$ cat config.mk
export PLATFORM = sky130hd
export DESIGN_NAME = inst_buffer
export DESIGN_NICKNAME = d
export VERILOG_FILES = /design/src/rtl/inst_buffer_pkg.sv /design/src/rtl/ib_fifo_ram.sv /design/src/rtl/inst_buffer.sv
export SDC_FILE = /design/constraint.sdc
export NUM_CORES = 1
export LEC_CHECK = 0
export CAP_MARGIN = 10
export CORE_MARGIN = 5
export CORE_UTILIZATION = 35
export CTS_BUF_LIST = sky130_fd_sc_hd__clkbuf_8
export DETAILED_ROUTE_END_ITERATION = 8
export GPL_TIMING_DRIVEN = 0
export PLACE_DENSITY = 0.55
export SLEW_MARGIN = 25
export SYNTH_ARGS = -nofsm -noshare
export SYNTH_HDL_FRONTEND = slang
export SYNTH_SLANG_ARGS = --single-unit
$ cat constraint.sdc
create_clock -name clk -period 10.35 [get_ports clk]
set_input_delay 1.5525 -clock clk [delete_from_list [all_inputs] [get_ports clk]]
set_output_delay 1.5525 -clock clk [all_outputs]
set_load 0.02 [all_outputs]
$ cat src/rtl/inst_buffer_pkg.sv
// Shared CPU definitions used by the instruction buffer: entry layout and exception codes.
package cpu_defs;

  localparam int IB_ENTRY_W = 71;
  localparam int ECODE_W    = 6;

  typedef enum logic [ECODE_W-1:0] {
    ECODE_INT  = 6'h00,
    ECODE_ADEF = 6'h08,
    ECODE_ALE  = 6'h09,
    ECODE_SYS  = 6'h0b,
    ECODE_BRK  = 6'h0c,
    ECODE_INE  = 6'h0d
  } ecode_t;

  // pc[70:39], inst[38:7], excp[6], ecode[5:0]
  typedef struct packed {
    logic [31:0]        pc;
    logic [31:0]        inst;
    logic               excp;
    logic [ECODE_W-1:0] ecode;
  } ib_entry_t;

endpackage

$ cat src/rtl/ib_fifo_ram.sv
// Instruction-buffer storage: one synchronous write port, one combinational read port.
module ib_fifo_ram
  import cpu_defs::*;
#(
  parameter int DEPTH = 8,
  parameter int PTR_W = $clog2(DEPTH)
) (
  input  logic             clk,
  input  logic             wr_en,
  input  logic [PTR_W-1:0] wr_addr,
  input  ib_entry_t        wr_data,
  input  logic [PTR_W-1:0] rd_addr,
  output ib_entry_t        rd_data
);

  ib_entry_t mem [DEPTH];

  // Contents are intentionally not reset; only the pointers in the parent are.
  always_ff @(posedge clk) begin
    if (wr_en) mem[wr_addr] <= wr_data;
  end

  assign rd_data = mem[rd_addr];

endmodule

$ cat src/rtl/inst_buffer.sv
// In-order instruction queue between fetch-check and decode, cleared on any flush.
module inst_buffer
  import cpu_defs::*;
#(
  parameter int DEPTH = 8,
  parameter int PTR_W = $clog2(DEPTH)
) (
  input  logic               clk,
  input  logic               reset,
  input  logic               flush,
  input  logic               excp_flush,
  input  logic               ertn_flush,
  input  logic               in_valid,
  input  logic [31:0]        in_pc,
  input  logic [31:0]        in_inst,
  input  logic               in_excp,
  input  logic [ECODE_W-1:0] in_ecode,
  output logic               in_ready,
  output logic               in_fire,
  output logic               out_valid,
  output logic [31:0]        out_pc,
  output logic [31:0]        out_inst,
  output logic               out_excp,
  output logic [ECODE_W-1:0] out_ecode,
  input  logic               out_ready,
  output logic [PTR_W:0]     count
);

  localparam logic [PTR_W:0] FULL_CNT = (PTR_W+1)'(DEPTH);

  logic [PTR_W-1:0] wr_ptr;
  logic [PTR_W-1:0] rd_ptr;
  logic             flush_any;
  logic             push;
  logic             pop;
  ib_entry_t        wr_entry;
  ib_entry_t        head;

  assign flush_any = flush | excp_flush | ertn_flush;
  assign in_ready  = (count != FULL_CNT);
  assign in_fire   = in_valid & in_ready;
  assign out_valid = (count != '0);

  // A flush drops both the incoming packet and the head consumption of that cycle.
  assign push = in_fire & ~flush_any;
  assign pop  = out_valid & out_ready & ~flush_any;

  assign wr_entry = '{pc: in_pc, inst: in_inst, excp: in_excp, ecode: in_ecode};

  ib_fifo_ram #(
    .DEPTH (DEPTH),
    .PTR_W (PTR_W)
  ) u_ram (
    .clk     (clk),
    .wr_en   (push),
    .wr_addr (wr_ptr),
    .wr_data (wr_entry),
    .rd_addr (rd_ptr),
    .rd_data (head)
  );

  assign out_pc    = head.pc;
  assign out_inst  = head.inst;
  assign out_excp  = out_valid & head.excp;
  assign out_ecode = head.ecode;

  always_ff @(posedge clk) begin
    if (reset || flush_any) begin
      wr_ptr <= '0;
      rd_ptr <= '0;
      count  <= '0;
    end else begin
      if (push) wr_ptr <= wr_ptr + PTR_W'(1);
      if (pop)  rd_ptr <= rd_ptr + PTR_W'(1);
      case ({push, pop})
        2'b10:   count <= count + (PTR_W+1)'(1);
        2'b01:   count <= count - (PTR_W+1)'(1);
        default: count <= count;
      endcase
    end
  end

endmodule

# Yosys cells after proc, flatten, opt, wreduce, memory -nomap -nowiden
# Memories as Yosys holds them, arrays and structs flattened. A register that Yosys moved wholly into a read port is not among the register bits.
# Index checks and enable logic that the tools add are counted.
[classes] addsub=4 n_eq_ne=3 n_mux=5 n_bitwise=8 reduce_logical=3
[ops] operator="4-bit case mux with 2 select lines" count=1
[ops] operator="3-bit by 1-bit adder with 3-bit output (second input constant)" count=2
[ops] operator="3-bit two-way mux" count=2
[ops] operator="1-bit bitwise AND" count=5
[ops] operator="4-bit by 1-bit adder with 4-bit output (second input constant)" count=1
[ops] operator="4-bit inequality test (second input constant)" count=1
[ops] operator="4-bit nonzero test" count=1
[ops] operator="4-bit by 1-bit subtractor with 4-bit output (second input constant)" count=1
[ops] operator="2-bit by 1-bit == test with 1-bit output (second input constant)" count=1
[ops] operator="2-bit == test (second input constant)" count=1
[ops] operator="1-bit two-way mux" count=2
[ops] operator="1-bit bitwise OR" count=2
[ops] operator="2-bit nonzero test" count=1
[ops] operator="1-bit logical OR" count=1
[ops] operator="1-bit NOT" count=1
[totals] register_bits=10 mem_bits_rw=568 in_bits=78 output_inout_bits=78 n_memories=1
[memory_table] memory="u_ram.mem" words=8 word_bits=71 rd=1 rd_clocked_by_memory_dff=1 write_ports=1 line_no="ib_fifo_ram.sv:16" text="ib_entry_t mem [DEPTH];"

# Longest topological paths before layout
[logic_depth] ltp_word=6 depth_mapped=12

# Hierarchy
# Synthesis repeated with hierarchy kept, for this count alone.
[hier_totals] cells_unflattened=900 hier_area_um2=21946.0
[by_module_without_submodules] module="ib_fifo_ram" n_inst=1 cells_per_inst=834 area_each_um2=21349.2
[by_module_without_submodules] module="inst_buffer" n_inst=1 cells_per_inst=66 area_each_um2=596.8

# Worst setup path after synthesis
# OpenSTA, ideal clock, no wires.
[synth_path] path_kind="input -> register" from="input excp_flush" to="memory u_ram.mem[1][0] (netlist name), enable pin" setup_time_ns=0.588 arrival_time_ns=6.942 required_time_ns=9.762 path_slack_ns=2.821 path_stages=3 n_path_buf=0 path_cell_list="nor3_1 -> nand3_1 -> nor3_1"
[synth_between] elab_chain_cells=6
[synth_rtl] element="start, declared" line_no="inst_buffer.sv:11" text="input logic excp_flush,"
[synth_rtl] element="1-bit bitwise OR (2 in a row)" line_no="inst_buffer.sv:39" text="assign flush_any = flush | excp_flush | ertn_flush;"
[synth_rtl] element="1-bit NOT" line_no="inst_buffer.sv:45" text="assign push = in_fire & ~flush_any;"
[synth_rtl] element="1-bit bitwise AND" line_no="inst_buffer.sv:45"
[synth_rtl] element="1-bit two-way mux" line_no="ib_fifo_ram.sv:20" text="if (wr_en) mem[wr_addr] <= wr_data;"
[synth_rtl] element="1-bit two-way mux (not written as such)" line_no="ib_fifo_ram.sv:20"
[synth_rtl] element="end, declared" line_no="ib_fifo_ram.sv:16"
# Every way passes these cells.

==> results.md <==
- DR iter-0 viols: 639
- Fin. Hold Viols: 0
- Cts bufs inserted: a little under 100
- Max VDD drop: 80.6 uV
- Synth Instances: 903
- Longest Clk Path Bufs: 3
- Mapped Area: about 22000 sq um
- Boundary Pins: 156
- Relative slew slack: 0.450
- RSZ-0062 raised after global routing: false
- Max_cap viols: 0
- CP dominant cell by count: buf_2
- CTS sink count: between 500 and 600
- Die Span X: between 200 and 300 um
- Top cell type's share of synthesized area: 0.770
- Max H-tree Level: 3
- Grt total ovfl: 0
- Sequential share of the synthesized area: 0.781
- Global-route wire length before repair: 72500 um
- # port buffers: between 150 and 200
- Starting Density: 0.353
- Clk slew on worst S/H paths: 0.06 ns
- Fin. max-slew vios: 0
- Final Setup Violations: 0
- DR vias/cell: roughly 4.8
- Crit share post-route: 0.504
- DIE AREA: 68500 sq um
- Worst Hold End: count[3]
- Startpoint Class: register
- Via count: around 10000
- Post-synthesis sequential element count: 581
- Post-DP HPWL: roughly 31000 um
- Cells after DPL: 1957
- Clk_lat worst skew: between 0.6 and 0.7 ns
- CTS tree: yes
- Post-synth EDFFs: roughly 570
- Final ANT Viol Nets: 0
- Vias in the first global route: between 10000 and 15000
- Highest clock rate: roughly 190 MHz
- DRT Wirelength: 49100 um
- Worst-case reg-to-reg path depth: 10
- Hold buffers post-CTS: 0
- Initial antenna violation count: 4
- Crit path required time: slightly below 9 ns
- Post-route DRC: 0
- GP Congestion: roughly 0.68
- Pwr/cell area: roughly 170 nW/um^2
- # nets final: roughly 1300
- CP Data Arrival Time: around 3.7 ns
- Worst r2r src: count[1]
- R2R setup slack: approximately 7.2 ns
- Die height: about 260 um
- First-pass iteration count of the detailed router: 4
- Synth-to-layout area growth: 24.2%
- Crit Path Class: register to primary output
- RR Endpoint: u_ram.mem[1][40]
- CP max stage delay: 0.67 ns
- Skew final: between 0.02 and 0.025 ns
- Synth area leaders: edfxtp_1 77%, mux4_2 12%, mux2_2 3.6%
- Post-CTS setup repair buffer count: 0
- Predominant post-synthesis flop cell: edfxtp_1
- Pin count of the biggest net entering global routing: 19
- Post-synth net total: between 900 and 1000
- Ys async rst share: 0
- Slew @ Worst Pin: ~0.82 ns
- Site Rows: just over 90
- CP max FO: 10
- Min-delay worst type: register to register
- GRT Total Usage: 0.144
- CP max-delay cell: clkbuf_1
- Hold Startpoint: count[3]
- Count of different cell masters after synthesis: 32
- Core footprint: approximately 63000 sq um
- CP Capture Type: primary output
- Synth top cells by count: 568 x edfxtp_1, 115 x mux4_2, 71 x mux2_2
- Status: complete, no violations
- Critical path, cell by cell: buf_2 > buf_2 > clkbuf_1 > mux4_2 > mux2_2 > clkdlybuf4s50_1
- Layout cells sized above 1: 0.312
- Final Non-Filler Cells: around 2100
- Syn. warnings: 0
- Post-CTS sizing: 0
- Hold_ws: between 0.5 and 0.6 ns
- Most frequent cell after synthesis: edfxtp_1
- Post-synth top area cell: edfxtp_1
- Syn_area_per_cell: between 20 and 25 sq um
- Minimum clock period: 5.22 ns
- Hold Crit Depth: 2
- Static leakage: roughly 0.0087 uW
- Routed wire per std cell: between 20 and 25 um
- Clock Tree Root: clkbuf_8
flip-flops by register name, indices dropped and copies added (netlist names), named ones only:
register,cells
count,4
rd_ptr,3
u_ram.mem,568
wr_ptr,3
worst max path at each step:
| stage | depth (start not counted) | to |
|---|---|---|
| 2_1_floorplan | 3 | u_ram.mem[1][0] |
| 3_3_place_gp | 4 | u_ram.mem[0][45] |
| 3_5_place_dp | 8 | u_ram.mem[1][44] |
| 4_1_cts | 6 | out_ecode[4] |
| 5_1_grt | 6 | out_ecode[4] |
| 6_report | 6 | out_inst[1] |
power by group:
| part | internal, uW | total (uW) | switching (uW) | leakage, uW |
|---|---|---|---|---|
| clock | 994 | 1900 | 909 | 0.00106 |
| sequential | 2590 | 2590 | 1.27 | 0.00521 |
| combinational | 44.2 | 91.0 | 46.8 | 0.00240 |
| total | 3630 | 4580 | 957 | 0.00867 |
worst max-delay path: cells and delay by family (launching register included):
kind,cells,cell delay [ns]
buffers and inverters,4,2.01
DFF,1,0.30
muxes,2,0.67
cell usage in the layout (no fill, tap or decap), types with 3 or more instances in the layout:
master | Yosys | layout
clkbuf_1 | 21 | 21
mux4_2 | 115 | 115
nand3_1 | 5 | 5
mux2_2 | 71 | 71
clkdlybuf4s50_1 | 0 | 155
clkinv_2 | 0 | 15
buf_2 | 11 | 11
edfxtp_1 | 568 | 568
nand2_1 | 5 | 5
mux4_1 | 27 | 27
buf_12 | 7 | 18
o21ai_0 | 3 | 3
inv_1 | 0 | 27
a21oi_1 | 3 | 3
clkbuf_8 | 0 | 105
nand2b_1 | 3 | 3
buf_16 | 0 | 14
nor2_4 | 0 | 6
clkinv_1 | 0 | 21
dfxtp_1 | 13 | 13
inv_6 | 0 | 3
xor2_1 | 6 | 6
ha_1 | 5 | 5
nor2_1 | 15 | 9
buf_6 | 6 | 13
buf_4 | 0 | 21
metal layers:
| metal | part of all wire | vias up | global-route usage |
|---|---|---|---|
| met3 | 0.052 | 55 | 0.0337 |
| li1 | - | 4534 | - |
| met1 | 0.42 | 5420 | 0.188 |
| met4 | 0.015 | 4 | 0.0425 |
| met5 | 0.00065 | - | 0 |
| met2 | 0.51 | 238 | 0.243 |
cell type report:
cell class | count | area, sq um
Timing Repair Buffer | 209 | 2410
Fill cell | 5427 | 35300
Tap cell | 846 | 1060
Multi-Input combinational cell | 277 | 4560
Sequential cell | 581 | 17300
Buffer | 45 | 342
Clock inverter | 73 | 402
Antenna cell | 2 | 5.00
Clock buffer | 105 | 1450
through the flow:
| stage | TNS [ns] | utilization | total power (uW) | setup slack [ns] | cell area [sq um] |
|---|---|---|---|---|---|
| 4_1_cts | 0 | 0.438 | 4660 | 4.90 | 27500 |
| 3_5_place_dp | 0 | 0.409 | 2730 | 5.41 | 25700 |
| 3_3_place_gp | -570.86 | 0.394 | 2730 | -4.08 | 24800 |
| 6_report | 0 | 0.438 | 4580 | 5.13 | 27500 |
| 5_1_grt | 0 | 0.438 | 4780 | 4.86 | 27500 |
| 2_1_floorplan | 0 | - | 2660 | 2.82 | 22200 |
cells by family (layout without fill, tap and decap cells):
| logic type | after synthesis | after routing | share of synthesized area |
|---|---|---|---|
| other cells | 0 | 2 | 0 |
| fa+ha+maj | 5 | 5 | 0.00282 |
| xor+xnor | 7 | 7 | 0.00277 |
| flops | 581 | 581 | 0.781 |
| buf+inv | 45 | 432 | 0.0154 |
| compound gates | 7 | 7 | 0.00175 |
| mux | 215 | 215 | 0.186 |
| simple gates | 43 | 43 | 0.0102 |
Power figures use the tool's default switching activity.
